## config.mk

```make
export PLATFORM = sky130hd
export DESIGN_NAME = seg_scan_ctrl
export DESIGN_NICKNAME = d
export VERILOG_FILES = /design/src/rtl/seg_scan_pkg.sv /design/src/rtl/seg_scan_timer.sv /design/src/rtl/seg_scan_ctrl.sv
export SDC_FILE = /design/constraint.sdc
export NUM_CORES = 1
export LEC_CHECK = 0
export CAP_MARGIN = 10
export CORE_ASPECT_RATIO = 1.25
export CORE_MARGIN = 4
export CORE_UTILIZATION = 58
export DETAILED_ROUTE_END_ITERATION = 16
export PLACE_DENSITY = 0.94
export SYNTH_ARGS = -nofsm -noshare
export SYNTH_HDL_FRONTEND = slang
export SYNTH_SLANG_ARGS = --single-unit
```

## constraint.sdc

```tcl
create_clock -name clk -period 4.15 [get_ports clk]
set_clock_uncertainty 0.1 [all_clocks]
set_input_delay 0.83 -clock clk [delete_from_list [all_inputs] [get_ports clk]]
set_output_delay 0.83 -clock clk [all_outputs]
set_load 0.02 [all_outputs]
```

## src/rtl/seg_scan_pkg.sv

```systemverilog
// Shared types and constants for the 7-segment scan controller.
package seg_scan_pkg;

    // Display slot phase: all selects off, or current digit driven.
    typedef enum logic [0:0] {
        ST_BLANK,
        ST_SHOW
    } state_e;

    localparam int unsigned DIGIT_W              = 4;
    localparam int unsigned DEFAULT_PRESCALE     = 10000;
    localparam int unsigned DEFAULT_BLANK_CYCLES = 16;

endpackage

```

## src/rtl/seg_scan_timer.sv

```systemverilog
// Slot timer for the scan controller: counts 0..PRESCALE-1 and wraps.
// in_blank covers the first BLANK_CYCLES counts of every slot.
module seg_scan_timer
    import seg_scan_pkg::*;
#(
    parameter int unsigned PRESCALE     = DEFAULT_PRESCALE,
    parameter int unsigned BLANK_CYCLES = DEFAULT_BLANK_CYCLES
) (
    input  logic clk,
    input  logic rst_n,
    output logic cnt_wrap,
    output logic in_blank
);

    localparam int unsigned CntW = (PRESCALE > 1) ? $clog2(PRESCALE) : 1;

    logic [CntW-1:0] cnt_q;
    logic [CntW-1:0] cnt_d;

    // Next count and slot-phase decode from the current count.
    always_comb begin
        cnt_wrap = (cnt_q == CntW'(PRESCALE - 1));
        in_blank = (cnt_q < CntW'(BLANK_CYCLES));
        cnt_d    = cnt_wrap ? '0 : cnt_q + 1'b1;
    end

    // Slot counter register.
    always_ff @(posedge clk or negedge rst_n) begin
        if (!rst_n) begin
            cnt_q <= '0;
        end else begin
            cnt_q <= cnt_d;
        end
    end

endmodule

```

## src/rtl/seg_scan_ctrl.sv

```systemverilog
// Time-multiplexed scan controller for a multi-digit 7-segment display.
// Holds one code per digit, steps through the digits one slot at a time and
// blanks all selects at the start of each slot to avoid ghosting.
// Optional decimal-point storage and output: define SEG_SCAN_DP_EN.
module seg_scan_ctrl
    import seg_scan_pkg::*;
#(
    parameter int unsigned NUM_DIGITS   = 4,
    parameter int unsigned PRESCALE     = DEFAULT_PRESCALE,
    parameter int unsigned BLANK_CYCLES = DEFAULT_BLANK_CYCLES,
    parameter int unsigned ADDR_W       = $clog2(NUM_DIGITS)
) (
    input  logic                  clk,
    input  logic                  rst_n,
    input  logic                  wr_en,
    input  logic [ADDR_W-1:0]     wr_addr,
    input  logic [DIGIT_W-1:0]    wr_data,
`ifdef SEG_SCAN_DP_EN
    input  logic                  wr_dp,
`endif
    input  logic [NUM_DIGITS-1:0] digit_en,
    output logic [DIGIT_W-1:0]    dig_code,
    output logic [NUM_DIGITS-1:0] dig_sel,
    output logic                  seg_blank,
`ifdef SEG_SCAN_DP_EN
    output logic                  dp_out,
`endif
    output logic                  frame_tick
);

    logic   cnt_wrap;
    logic   in_blank;
    state_e state;

    seg_scan_timer #(
        .PRESCALE     (PRESCALE),
        .BLANK_CYCLES (BLANK_CYCLES)
    ) u_timer (
        .clk      (clk),
        .rst_n    (rst_n),
        .cnt_wrap (cnt_wrap),
        .in_blank (in_blank)
    );

    logic [DIGIT_W-1:0]    digit_q [NUM_DIGITS];
    logic [DIGIT_W-1:0]    digit_d [NUM_DIGITS];
    logic [ADDR_W-1:0]     idx_q;
    logic [ADDR_W-1:0]     idx_d;
    logic [DIGIT_W-1:0]    code_q;
    logic [DIGIT_W-1:0]    code_d;
    logic [NUM_DIGITS-1:0] sel_q;
    logic [NUM_DIGITS-1:0] sel_d;
    logic                  blank_q;
    logic                  blank_d;
    logic                  tick_q;
    logic                  tick_d;
    logic                  wr_hit;

    // Out-of-range addresses are dropped.
    assign wr_hit = wr_en && (32'(wr_addr) < NUM_DIGITS);

    // Register-file write and digit index advance on slot wrap.
    always_comb begin
        digit_d = digit_q;
        if (wr_hit) begin
            digit_d[wr_addr] = wr_data;
        end
        idx_d = idx_q;
        if (cnt_wrap) begin
            idx_d = (idx_q == ADDR_W'(NUM_DIGITS - 1)) ? '0 : idx_q + 1'b1;
        end
    end

    // Slot phase and registered-output next values; code is presented in
    // both phases so the shared decoder settles while selects are off.
    always_comb begin
        state   = in_blank ? ST_BLANK : ST_SHOW;
        sel_d   = '0;
        blank_d = 1'b1;
        code_d  = digit_q[idx_q];
        // idx reads 0 on the cycle after the last digit's slot wraps.
        tick_d  = cnt_wrap && (idx_q == ADDR_W'(NUM_DIGITS - 1));
        if (state == ST_SHOW && digit_en[idx_q]) begin
            sel_d[idx_q] = 1'b1;
            blank_d      = 1'b0;
        end
    end

    // Digit registers, index and all display outputs.
    always_ff @(posedge clk or negedge rst_n) begin
        if (!rst_n) begin
            for (int i = 0; i < NUM_DIGITS; i++) begin
                digit_q[i] <= '0;
            end
            idx_q   <= '0;
            code_q  <= '0;
            sel_q   <= '0;
            blank_q <= 1'b1;
            tick_q  <= 1'b0;
        end else begin
            digit_q <= digit_d;
            idx_q   <= idx_d;
            code_q  <= code_d;
            sel_q   <= sel_d;
            blank_q <= blank_d;
            tick_q  <= tick_d;
        end
    end

    assign dig_code   = code_q;
    assign dig_sel    = sel_q;
    assign seg_blank  = blank_q;
    assign frame_tick = tick_q;

`ifdef SEG_SCAN_DP_EN
    logic [NUM_DIGITS-1:0] dp_q;
    logic [NUM_DIGITS-1:0] dp_d;
    logic                  dp_out_q;
    logic                  dp_out_d;

    // Decimal-point storage follows the digit write; output gated like dig_sel.
    always_comb begin
        dp_d = dp_q;
        if (wr_hit) begin
            dp_d[wr_addr] = wr_dp;
        end
        dp_out_d = dp_q[idx_q] && (state == ST_SHOW) && digit_en[idx_q];
    end

    // Decimal-point registers.
    always_ff @(posedge clk or negedge rst_n) begin
        if (!rst_n) begin
            dp_q     <= '0;
            dp_out_q <= 1'b0;
        end else begin
            dp_q     <= dp_d;
            dp_out_q <= dp_out_d;
        end
    end

    assign dp_out = dp_out_q;
`endif

endmodule
```

==> Word-level counts from Yosys, hierarchy flattened <==
Cells that the tools add are included.
{ "totals": {"ff_bits": 42, "in_bits": 13, "output_inout_bits": 10, "elab_cells": 41} }
{ "op_classes": {"addsub": 2, "order_cmp": 6, "eq_ne": 2, "mux": 15, "bitwise": 2, "reduce_logical": 4} }
{ "ops": {"columns": ["operator", "n"], "rows": [
  ["16-bit bitwise mux", 1],
  ["4-bit two-way mux", 4],
  ["14-bit by 1-bit adder with 14-bit output, second input constant", 1],
  ["14-bit equality test, second input constant", 1],
  ["14-bit by 5-bit less-than comparator with 1-bit output, second input constant", 1],
  ["14-bit two-way mux", 1],
  ["4-bit binary-select mux with 2-bit select", 1],
  ["4-bit demux with 2-bit select", 1],
  ["3-bit >= comparator, second input constant", 2],
  ["2-bit NOT with 3-bit output", 2],
  ["1-bit logical AND", 4],
  ["1-bit two-way mux", 4],
  ["2-bit by 3-bit less-than comparator with 1-bit output, second input constant", 1],
  ["3-bit by 1-bit less-than comparator with 1-bit output, second input constant", 1],
  ["2-bit by 1-bit adder with 2-bit output, second input constant", 1],
  ["1-bit binary-select mux with 2-bit select", 1],
  ["1-bit demux with 2-bit select", 1],
  ["2-bit equality test, second input constant", 1],
  ["2-bit by 1-bit >= comparator with 1-bit output, second input constant", 1],
  ["2-bit two-way mux", 1]
]} }

==> Longest topological paths before layout <==
{ "logic_depth": {"ltp_word": 6, "depth_mapped": 5, "mapped_depth_nobuf": 5} }

==> Hierarchy <==
Synthesis repeated with hierarchy kept, for this count alone.
{ "unflattened": {"cells_unflattened": 153, "hier_area_um2": 1993.2} }
{ "by_module_without_submodules": {"columns": ["module", "n_inst", "cells_per_inst", "area_per_inst_um2", "seq_area_each_um2"], "rows": [
  ["seg_scan_ctrl", 1, 83, 1275.0, 701.9],
  ["seg_scan_timer", 1, 70, 718.2, 350.3]
]} }

==> Worst setup path before layout <==
OpenSTA, ideal clock, no wires.
{ "synth_path": {"kind": "input-to-reg", "startpoint": "input wr_addr[1]", "endpoint": "register digit_q[12] in the netlist's numbering", "setup_ps": 125, "t_arrival_ps": 1602, "t_required_ps": 3925, "slack_ps": 2323, "stages": 2, "path_buffers": 0, "path_cell_list": "nor3b_1 mux2_2"} }
{ "synth_via": {"elab_chain_len": 6, "word_cells_on_any_way": 7, "cone_classes": "order compare (2); mux (3); bitwise (1); reduce/logical (1)"} }
{ "synth_lines": {"columns": ["element", "line_no", "rtl"], "rows": [
  ["from (decl)", "seg_scan_ctrl.sv:16", "input logic [ADDR_W-1:0] wr_addr,"],
  ["2-bit NOT with 3-bit output (implied by the code) *", "seg_scan_ctrl.sv:66", "digit_d[wr_addr] = wr_data;"],
  ["3-bit >= comparator (implied by the code) / 3-bit by 1-bit less-than comparator with 1-bit output (equally long branches)", "seg_scan_ctrl.sv:66", null],
  ["1-bit logical AND (implied by the code)", "seg_scan_ctrl.sv:66", null],
  ["4-bit two-way mux (implied by the code)", "seg_scan_ctrl.sv:66", null],
  ["4-bit demux with 2-bit select *", "seg_scan_ctrl.sv:66", null],
  ["16-bit bitwise mux *", "seg_scan_ctrl.sv:66", null],
  ["to (signal assigned)", "seg_scan_ctrl.sv:101", "digit_q <= digit_d;"],
  ["to (decl)", "seg_scan_ctrl.sv:45", "logic [DIGIT_W-1:0] digit_q [NUM_DIGITS];"]
]} }
Every way passes the cells marked *; elsewhere a longest branch is shown, timed or not.
A chain may end at the register's enable or synchronous reset.

==> Final worst setup path <==
{ "layout_path": {"startpoint": "register blank_q (netlist: seg_blank)", "endpoint": "output seg_blank"} }
{ "layout_lines": {"columns": ["element", "line_no", "rtl"], "rows": [
  ["from (decl)", "seg_scan_ctrl.sv:53", "logic blank_q;"],
  ["from (signal assigned)", "seg_scan_ctrl.sv:105", "blank_q <= blank_d;"],
  ["to (decl)", "seg_scan_ctrl.sv:24", "output logic seg_blank,"]
]} }
No word-level cell between the ends.

==> impl_metrics.json <==
{
  "synth_area_um2": 1830,
  "fin_area_um2": 2110,
  "ys.flop_type": "dfrtp_1",
  "outcome": "complete, no violations",
  "synth.yosys.seq_area_share_pct": 57.6,
  "switching_share_pct": 24.2,
  "cpLargestDelayFamily": "buffers and inverters",
  "critPathBufInv": 1,
  "setup.worst_path.class": "flip-flop to output pin",
  "cell_internal_pwr_mw": 0.566,
  "drt_iter0_drc": 23,
  "clk_pin_slew_ns": 0.11,
  "whs_path_depth": 1,
  "clock_power_share_pct": 24.8,
  "drt-vias-per-instance": 5.95,
  "grt_max_degree": 43,
  "post_cts_buffers": 0,
  "start_kind": "flip-flop",
  "startpoint": "seg_blank$_DFF_PN1_",
  "cts_root_buffer": "clkbuf_4",
  "rsz0062_at_grt": "no",
  "crit_fanout": 1,
  "vias": 1172,
  "hold_slack_ns": 0.409,
  "initial_core_util_pct": 61.5,
  "clockBufferDepth": 2,
  "grt_pass1_wl_mm": 5.81,
  "fmax_mhz": 417,
  "slowest_stage": "clkdlybuf4s50_1",
  "crit_chain": "clkdlybuf4s50_1",
  "core.rowCount": 22,
  "static-leakage-power_nw": 0.894,
  "placed_cell_area_um2": 2070,
  "yosys_warnings": 0,
  "worst_ir_drop_vdd_v": 0.000272,
  "reg2reg_slack_ns": 2.34,
  "first_global_vias": 1264,
  "routabilityCongestion": 0.787,
  "diodes": 0,
  "cts-buffers-inserted": 5,
  "crit_arrival_ns": 1.47,
  "syn-num-nets": 153,
  "hold_viol_final": 0,
  "fin_tns_setup_ns": 0,
  "synth_cell_types": 28,
  "holdPathEnd": "u_timer.cnt_q[12]$_DFF_PN0_",
  "ctsResizeCount": 0,
  "setup_violations": 0,
  "antenna_found_initial": 0,
  "max-cap-violations": 0,
  "die_area_um2": 4120,
  "syn_area_per_cell_um2": 13.5,
  "slew_headroom_pct": 40.4,
  "io_pins": 23,
  "switching_power_mw": 0.180,
  "die_h_um": 70.8,
  "dp_hpwl_mm": 2.52,
  "r2r_end": "idx_q[0]$_DFFE_PN0N_",
  "reg2regPathDepth": 5,
  "cts_max_level": 2,
  "drc": 0,
  "period_needed_ns": 2.40,
  "track_usage_pct": 19.2,
  "async_flop_share_pct": 100,
  "grtUsageMet3_pct": 6.75,
  "wire_per_inst_um": 16.9,
  "slew_viol_final": 0,
  "worstPathRequired_ns": 3.22,
  "tightest_slew_ns": 0.894,
  "post-route-period-util_pct": 57.8,
  "cts_sinks": 42,
  "netlist_instances": 135,
  "drt-total-wl_mm": 3.34,
  "fp.coreArea_um2": 2970,
  "drt-pass1-iter-count": 4,
  "area_delta_synth_final_pct": 15.7,
  "met2_usage_pct": 32.0,
  "die_x_um": 58.2,
  "hold_start": "u_timer.cnt_q[12]$_DFF_PN0_",
  "grt-ovfl-total": 0,
  "cts_hold_buf": 0,
  "clock_latency_ns": 0.35,
  "synth_edf_count": 0,
  "slowest_delay_ns": 0.59,
  "reg2reg_from": "u_timer.cnt_q[0]$_DFF_PN0_",
  "hold_class": "flip-flop to flip-flop",
  "ys_ff_latch": 42,
  "port_buffers": 22,
  "grt-busiest-layer": "met2",
  "drtAntennaViolNets": 0,
  "end_kind": "output pin",
  "nets": 179,
  "cts_tree": "yes",
  "use_met1_pct": 21.2,
  "p_comb_share_pct": 12.9,
  "power_density_nw_per_um2": 353,
  "p_seq_share_pct": 62.2,
  "drive_above_1_share_pct": 19.9
}
how the worst max path moves through the flow:
stage | endpoint | slack (ns) | cells past startpoint
2_1_floorplan | digit_q[12]$_DFFE_PN0P_ | 2.32 | 2
3_3_place_gp | digit_q[13]$_DFFE_PN0P_ | 1.73 | 3
3_5_place_dp | digit_q[12]$_DFFE_PN0P_ | 1.69 | 3
4_1_cts | seg_blank | 1.73 | 1
5_1_grt | seg_blank | 1.72 | 1
6_report | seg_blank | 1.75 | 1
power by group through the flow:
stage | Combinational [mW] | Sequential [mW] | Clock (mW)
after floorplan | 0.0421 | 0.477 | 0
after detailed placement | 0.0980 | 0.473 | 0
after global placement | 0.0934 | 0.469 | 0
after CTS | 0.0981 | 0.465 | 0.190
after global routing | 0.104 | 0.469 | 0.205
final | 0.0963 | 0.464 | 0.185
logic make-up after synthesis:
family          count (synthesis)  share of synthesized area (%)
compound gates                  4                           1.44
flops                          42                           57.6
buf+inv                         8                           2.19
simple gates                   43                           13.5
mux                            22                           16.6
xor+xnor                       11                           5.27
fa+ha+maj                       5                           3.42
sequential cells by signal (all words and copies together) (netlist names):
name and cells:
digit_q 16, dig_code 4, idx_q 2, dig_sel 4, seg_blank 1, frame_tick 1, u_timer.cnt_q 14
Yosys cell counts (3+ instances only):
master	n	area, um2
and2_1	6	37.5
and4_1	3	26.3
dfrtp_1	41	1030
ha_1	5	62.6
inv_1	5	18.8
mux2_2	17	191
mux4_2	5	113
nand2_1	4	15.0
nand3_1	6	30.0
nand4_1	5	31.3
nor2_1	9	33.8
xnor2_1	6	52.6
xor2_1	5	43.8
area by class of cell:
class / count / area [um2]
Timing Repair Buffer: 22 / 215
Inverter: 5 / 18.8
Tap cell: 36 / 45.0
Clock buffer: 5 / 37.5
Clock inverter: 2 / 10.0
Fill cell: 213 / 858
Multi-Input combinational cell: 85 / 736
Sequential cell: 42 / 1050
metrics by stage:
step	power [mW]	util, %	worst slack [ns]	std cells
2_1_floorplan	0.519	-	2.32	135
3_3_place_gp	0.563	69.5	1.73	190
3_5_place_dp	0.571	69.5	1.69	190
4_1_cts	0.753	71.1	1.73	197
5_1_grt	0.778	71.1	1.72	197
6_report	0.746	71.1	1.75	197
cell usage in the layout (no fill, tap or decap), drive strengths merged, types with 2 or more instances in the layout:
| cell type | count |
|---|---|
| mux2 | 17 |
| nand3 | 6 |
| or3 | 2 |
| clkinv | 2 |
| nand4 | 5 |
| mux4 | 5 |
| nor4 | 2 |
| ha | 5 |
| nor2 | 9 |
| nand2 | 4 |
| and4 | 3 |
| clkbuf | 5 |
| nand3b | 2 |
| inv | 5 |
| dfrtp | 41 |
| xor2 | 5 |
| and2 | 6 |
| clkdlybuf4s50 | 21 |
| xnor2 | 6 |
layer usage:
metal	routed length (um)	part of all wire, %
met1	1260	38
met5	0	0
met2	1740	52
met4	95	2.8
met3	241	7.2
No activity file was read; power rests on OpenSTA's default activity.
==> variant 1: new RTL, config.mk and constraints unchanged <==
Register the output `seg_blank` once more, cleared by the reset; this adds one clock of latency there. The other outputs are not delayed to match.
--- a/src/rtl/seg_scan_ctrl.sv
+++ b/src/rtl/seg_scan_ctrl.sv
@@ -111,3 +111,9 @@
     assign dig_sel    = sel_q;
-    assign seg_blank  = blank_q;
+    always_ff @(posedge clk or negedge rst_n) begin
+        if (!rst_n) begin
+            seg_blank <= '0;
+        end else begin
+            seg_blank <= blank_q;
+        end
+    end
     assign frame_tick = tick_q;
Function: changed (Yosys sat finds a counterexample within 4 cycles, from zero or initial values and one cycle with rst_n low).
==> variant 1 against the unedited design <==
Synthesized area grew 1.4%; worst setup slack gained 0.16 ns; sequential cell count grew 1; design area grew 2.2%; count of clock-buffer cells in the layout grew 3; total power grew 7.1%; largest cell class unchanged; routed wire length grew 3.3%; combinational power is essentially flat; via count shrank 0.51%; fmax grew 7.2%.
==> variant 1: results (changes against the unedited design) <==
status: "completed"
synth_cells: 136  # +0.74%
antennaDiodeCount: 0  # unchanged
setup_viol: 0  # unchanged
min_path_type: "flip-flop to flip-flop"
worst_path_max_delay_cell: "clkdlybuf4s50_1"
grt_pass1_vias: 1323  # +4.7%
synthXorXnorAreaFrac_pct: 5.20  # -0.071 points
netlist_top_cells_count: "dfrtp_1 (42), mux2_2 (17), nor2_1 (9)"
clk_path_buf_depth: 2  # unchanged
ir_drop_uv: 362  # +33%
dp.cells: 191  # +0.53%
arrival_ns: 1.31  # -0.16 ns
stdcell_count: 199  # +1.0%
synthTopCellsByArea: "dfrtp_1 (57%), mux2_2 (10%), mux4_2 (6.1%), ha_1 (3.4%), xnor2_1 (2.8%)"
synth_ff_type: "dfrtp_1"
htreeDepth: 2  # unchanged
power_leakage_nw: 0.913  # +2.2%
yosysUniqueCellTypes: 28  # unchanged
synth_nets: 154  # +0.65%
cts_buffers: 5  # unchanged
synthAdderAreaFrac_pct: 3.38  # -0.046 points
clkLatencyLatePin_ns: 0.35  # about the same
ys_seq_area_share_pct: 58.1  # +0.57 points
grt_max_degree: 44  # +2.3%
grtUsageTotal_pct: 19.2  # about the same
critPathMaxStageDelay_ns: 0.60
port_buffers: 22  # unchanged
synth_compound_area_share_pct: 1.42  # -0.019 points
final_nets: 180  # +0.56%
path_clk_slew_ns: 0.12
ys_async_sr_fraction_pct: 100  # unchanged
grt_pass1_wl_um: 5850  # +0.72%
cts_setup_buffers: 0  # unchanged
worstMarginPinSlew_ns: 0.901  # +0.00706 ns
cts-root-buf: "clkbuf_4"
gp_congestion: 0.849  # +7.9%
drive_gt1_share_pct: 19.6  # -0.24 points
place_ws_ns: 1.62  # -0.0688 ns
antenna_found_initial: 0  # unchanged
first_pass_iters: 4  # unchanged
critPathMaxFanout: 1  # unchanged
reg_top3: "digit_q x16, u_timer.cnt_q x14"
dp_hpwl_um: 2560  # +1.7%
wire_per_inst_um: 17.3  # +2.2%
critPathTopFamily: "buffers and inverters"
vias: 1166  # -0.51%
drt_iter0_drc: 63  # +170%
synth.area.mux_share_pct: 16.4  # -0.22 points
variant 1: cell types whose count changed after synthesis:
cell	before	now
dfrtp_1	41	42
variant 1: final timing paths:
check                                 start               end  slack, ns  depth (start not counted)
setup / recovery                dig_code[1]       dig_code[1]       1.91                          1
hold / removal                      blank_q         seg_blank       0.30                          0
setup reg to reg           u_timer.cnt_q[0]          idx_q[0]       2.30                          5
hold reg to reg                     blank_q         seg_blank       0.30                          0
max in group asynchronous             rst_n  u_timer.cnt_q[2]       2.89                          1
min in group asynchronous             rst_n       dig_code[3]       0.49                          1
variant 1: through the flow:
stage	total power [W]	instance area [um^2]
final	0.000799	2160
after global routing	0.000831	2160
after CTS	0.000806	2160
after detailed placement	0.000581	2090
after global placement	0.000573	2090
after floorplan	0.000530	1850
variant 1: worst reg2reg max path, cell delays in order, from the launching register on:
cell	delay [ns]
dfrtp_1	0.44
ha_1	0.30
and3_1	0.28
nand4_1	0.21
or3_1	0.37
o21ai_0	0.08
variant 1: per-layer routing:
layer	vias to the layer above	part of all wire, %	wire length, um	global-route usage, %
li1	533	-	-	-
met1	603	39	1340	20.1
met2	25	55	1910	33.4
met3	5	4.1	143	6.20
met4	0	1.4	48	10.3
met5	-	0	0	0
variant 1: cell type report:
class | instances | area, um^2
inverter | 5 | 18.8
tap | 36 | 45.0
sequential | 43 | 1080
fill | 202 | 840
timing repair buffer | 22 | 215
clock buffer | 8 | 68.8
multi-input combinational | 85 | 736
variant 1: power by group:
part	total, W	switching [W]	internal [W]	leakage [nW]
logic	0.0000960	0.0000384	0.0000576	0.339
clock network	0.000227	0.000128	0.0000998	0.0386
registers	0.000475	0.0000180	0.000457	0.536
==> variant 2: new RTL, config.mk and constraints unchanged <==
Without the edit above. Add a define of `SEG_SCAN_DP_EN`.
--- a/src/rtl/seg_scan_ctrl.sv
+++ b/src/rtl/seg_scan_ctrl.sv
@@ -4,2 +4,4 @@
 // Optional decimal-point storage and output: define SEG_SCAN_DP_EN.
+`define SEG_SCAN_DP_EN
+
 module seg_scan_ctrl
Ports: changed (added dp_out and wr_dp); port bits go from 23 to 25. No check against the original RTL was run, so the function may have changed too.
==> variant 2 against the unedited design <==
Design area grew 16%; worst hold slack better by 0.00059 ns; total power grew 38%; synthesized cell count rose by 8.9%; routed wire length up 18%; count of clock-buffer cells in the layout is 1 higher; via count up 14%; largest cell class unchanged; register-to-register slack got worse by 0.42 ns; critical path depth did not move; worst setup slack gained 0.061 ns; first-iteration DRC count rose to 3.2 times the old value; sequential cell count rose by 5; synthesized area is 13% higher.
==> variant 2: results (changes against the unedited design) <==
reg_top3: "digit_q x16, u_timer.cnt_q x14"
grtUsageTotal_pct: 19.2  # -0.061 points
stdcell_count: 215  # +9.1%
cts-root-buf: "clkbuf_8"
ys.warnings.count: 0  # unchanged
r2r-start: "u_timer.cnt_q[11]"
r2r_slack_ns: 1.92  # -0.42 ns
worst_path_max_delay_cell: "clkdlybuf4s50_1"
synth_cells: 147  # +8.9%
gp_congestion: 0.823  # +4.6%
ir_drop_uv: 389  # +43%
synthTopCellsByArea: "dfrtp_1 (56%), mux2_2 (12%), mux4_2 (5.5%), ha_1 (3.0%), nor3b_1 (2.2%)"
yosysUniqueCellTypes: 35  # +25%
min_path_type: "flip-flop to flip-flop"
cts_resized: 0  # unchanged
status: "completed"
via_per_inst: 6.21  # +4.4%
drive_gt1_share_pct: 23.3  # +3.4 points
path_clk_slew_ns: 0.08  # -0.03 ns
power_leakage_nw: 1.03  # +16%
htreeDepth: 2  # unchanged
fillCellCount: 213  # unchanged
final_nets: 194  # +8.4%
min_from: "digit_q[4]"
first_pass_iters: 4  # unchanged
critPathMaxFanout: 1  # unchanged
dp.cells: 207  # +8.9%
drt_iter0_drc: 74  # +220%
post-synth-top-count-cell: "dfrtp_1"
arrival_ns: 1.41  # -0.06 ns
place_ws_ns: 1.54  # -0.143 ns
cts_setup_buffers: 0  # unchanged
ys_async_sr_fraction_pct: 100  # unchanged
clk_path_buf_depth: 2  # unchanged
slew_headroom_pct: 34.7  # -5.7 points
dp_hpwl_um: 2790  # +11%
netlist_top_cells_count: "dfrtp_1 (46), mux2_2 (22), nor2_1 (6), nor3b_1 (6)"
reg2reg_depth: 3  # -2
min_to: "digit_q[4]"
port_buffers: 24  # +9.1%
synth_nets: 166  # +8.5%
clkLatencyLatePin_ns: 0.30  # -0.05 ns
cts_buffers: 5  # unchanged
drc: 0  # unchanged
critPathMaxStageDelay_ns: 0.59  # about the same
antennaDiodeCount: 0  # unchanged
min_path_cells: 1  # unchanged
critPathTopFamily: "buffers and inverters"
grt_max_degree: 48  # +12%
wl_um: 3930  # +18%
r2r-end: "idx_q[1]"
antenna_found_initial: 0  # unchanged
ys_seq_area_share_pct: 57.0  # -0.57 points
grt_pass1_wl_um: 6270  # +7.8%
-- variant 2: cell count changes after synthesis, sizes merged, moves of 3 or more --
cell,change
a21oi,+3
nor3b,+5
inv,-3
xnor2,-3
nor2,-3
nor3,+4
mux2,+6
and2,-4
dfrtp,+5
-- variant 2: worst max path at each step --
stage	cells past startpoint	endpoint	slack, ns	startpoint
after global routing	1	seg_blank	1.78	seg_blank
after detailed placement	3	digit_q[13]	1.54	wr_en
final	1	seg_blank	1.81	seg_blank
after global placement	3	digit_q[14]	1.58	wr_en
after CTS	1	seg_blank	1.80	seg_blank
after floorplan	2	digit_q[12]	2.25	wr_addr[1]
-- variant 2: metal layers --
| layer | track usage, % | share of wire [%] | vias up |
|---|---|---|---|
| met5 | 0 | 0 | - |
| met4 | 11.3 | 4.3 | 0 |
| met3 | 4.97 | 6.0 | 17 |
| met2 | 31.1 | 51 | 62 |
| met1 | 22.7 | 38 | 658 |
| li1 | - | - | 599 |
-- variant 2: area by class of cell --
type                    count  area share (%)
repair buffers             24            9.56
flip-flops and latches     47            47.8
inverters                   2           0.305
clock buffers               6            2.95
multi-input cells          95            34.9
clock inverters             2            2.44
well taps                  39            1.98
-- variant 2: per-stage QoR --
step	utilization [%]	hold slack, ns	cell area, um^2	power [W]
2_1_floorplan	-	0.363	2070	0.000592
3_3_place_gp	67.4	0.381	2330	0.000640
3_5_place_dp	67.4	0.390	2330	0.000653
4_1_cts	71.3	0.409	2460	0.00104
5_1_grt	71.3	0.430	2460	0.00107
6_report	71.3	0.410	2460	0.00103
-- variant 2: cells by family after synthesis --
kind of cell,count (synthesis),synth area share [%]
adders and majority gates,5,3.03
DFF,47,57.0
AOI/OAI and AO/OA,7,2.12
muxes,30,19.0
xor gates and xnor gates,8,3.39
buffers and inverters,5,1.39
and+or+nand+nor,45,14.1
-- variant 2: where the power goes --
part	internal, W	total (W)	switching (W)	leakage (nW)
Sequential	0.000504	0.000527	0.0000229	0.584
Clock	0.000241	0.000387	0.000147	0.0654
Combinational	0.0000692	0.000115	0.0000462	0.384
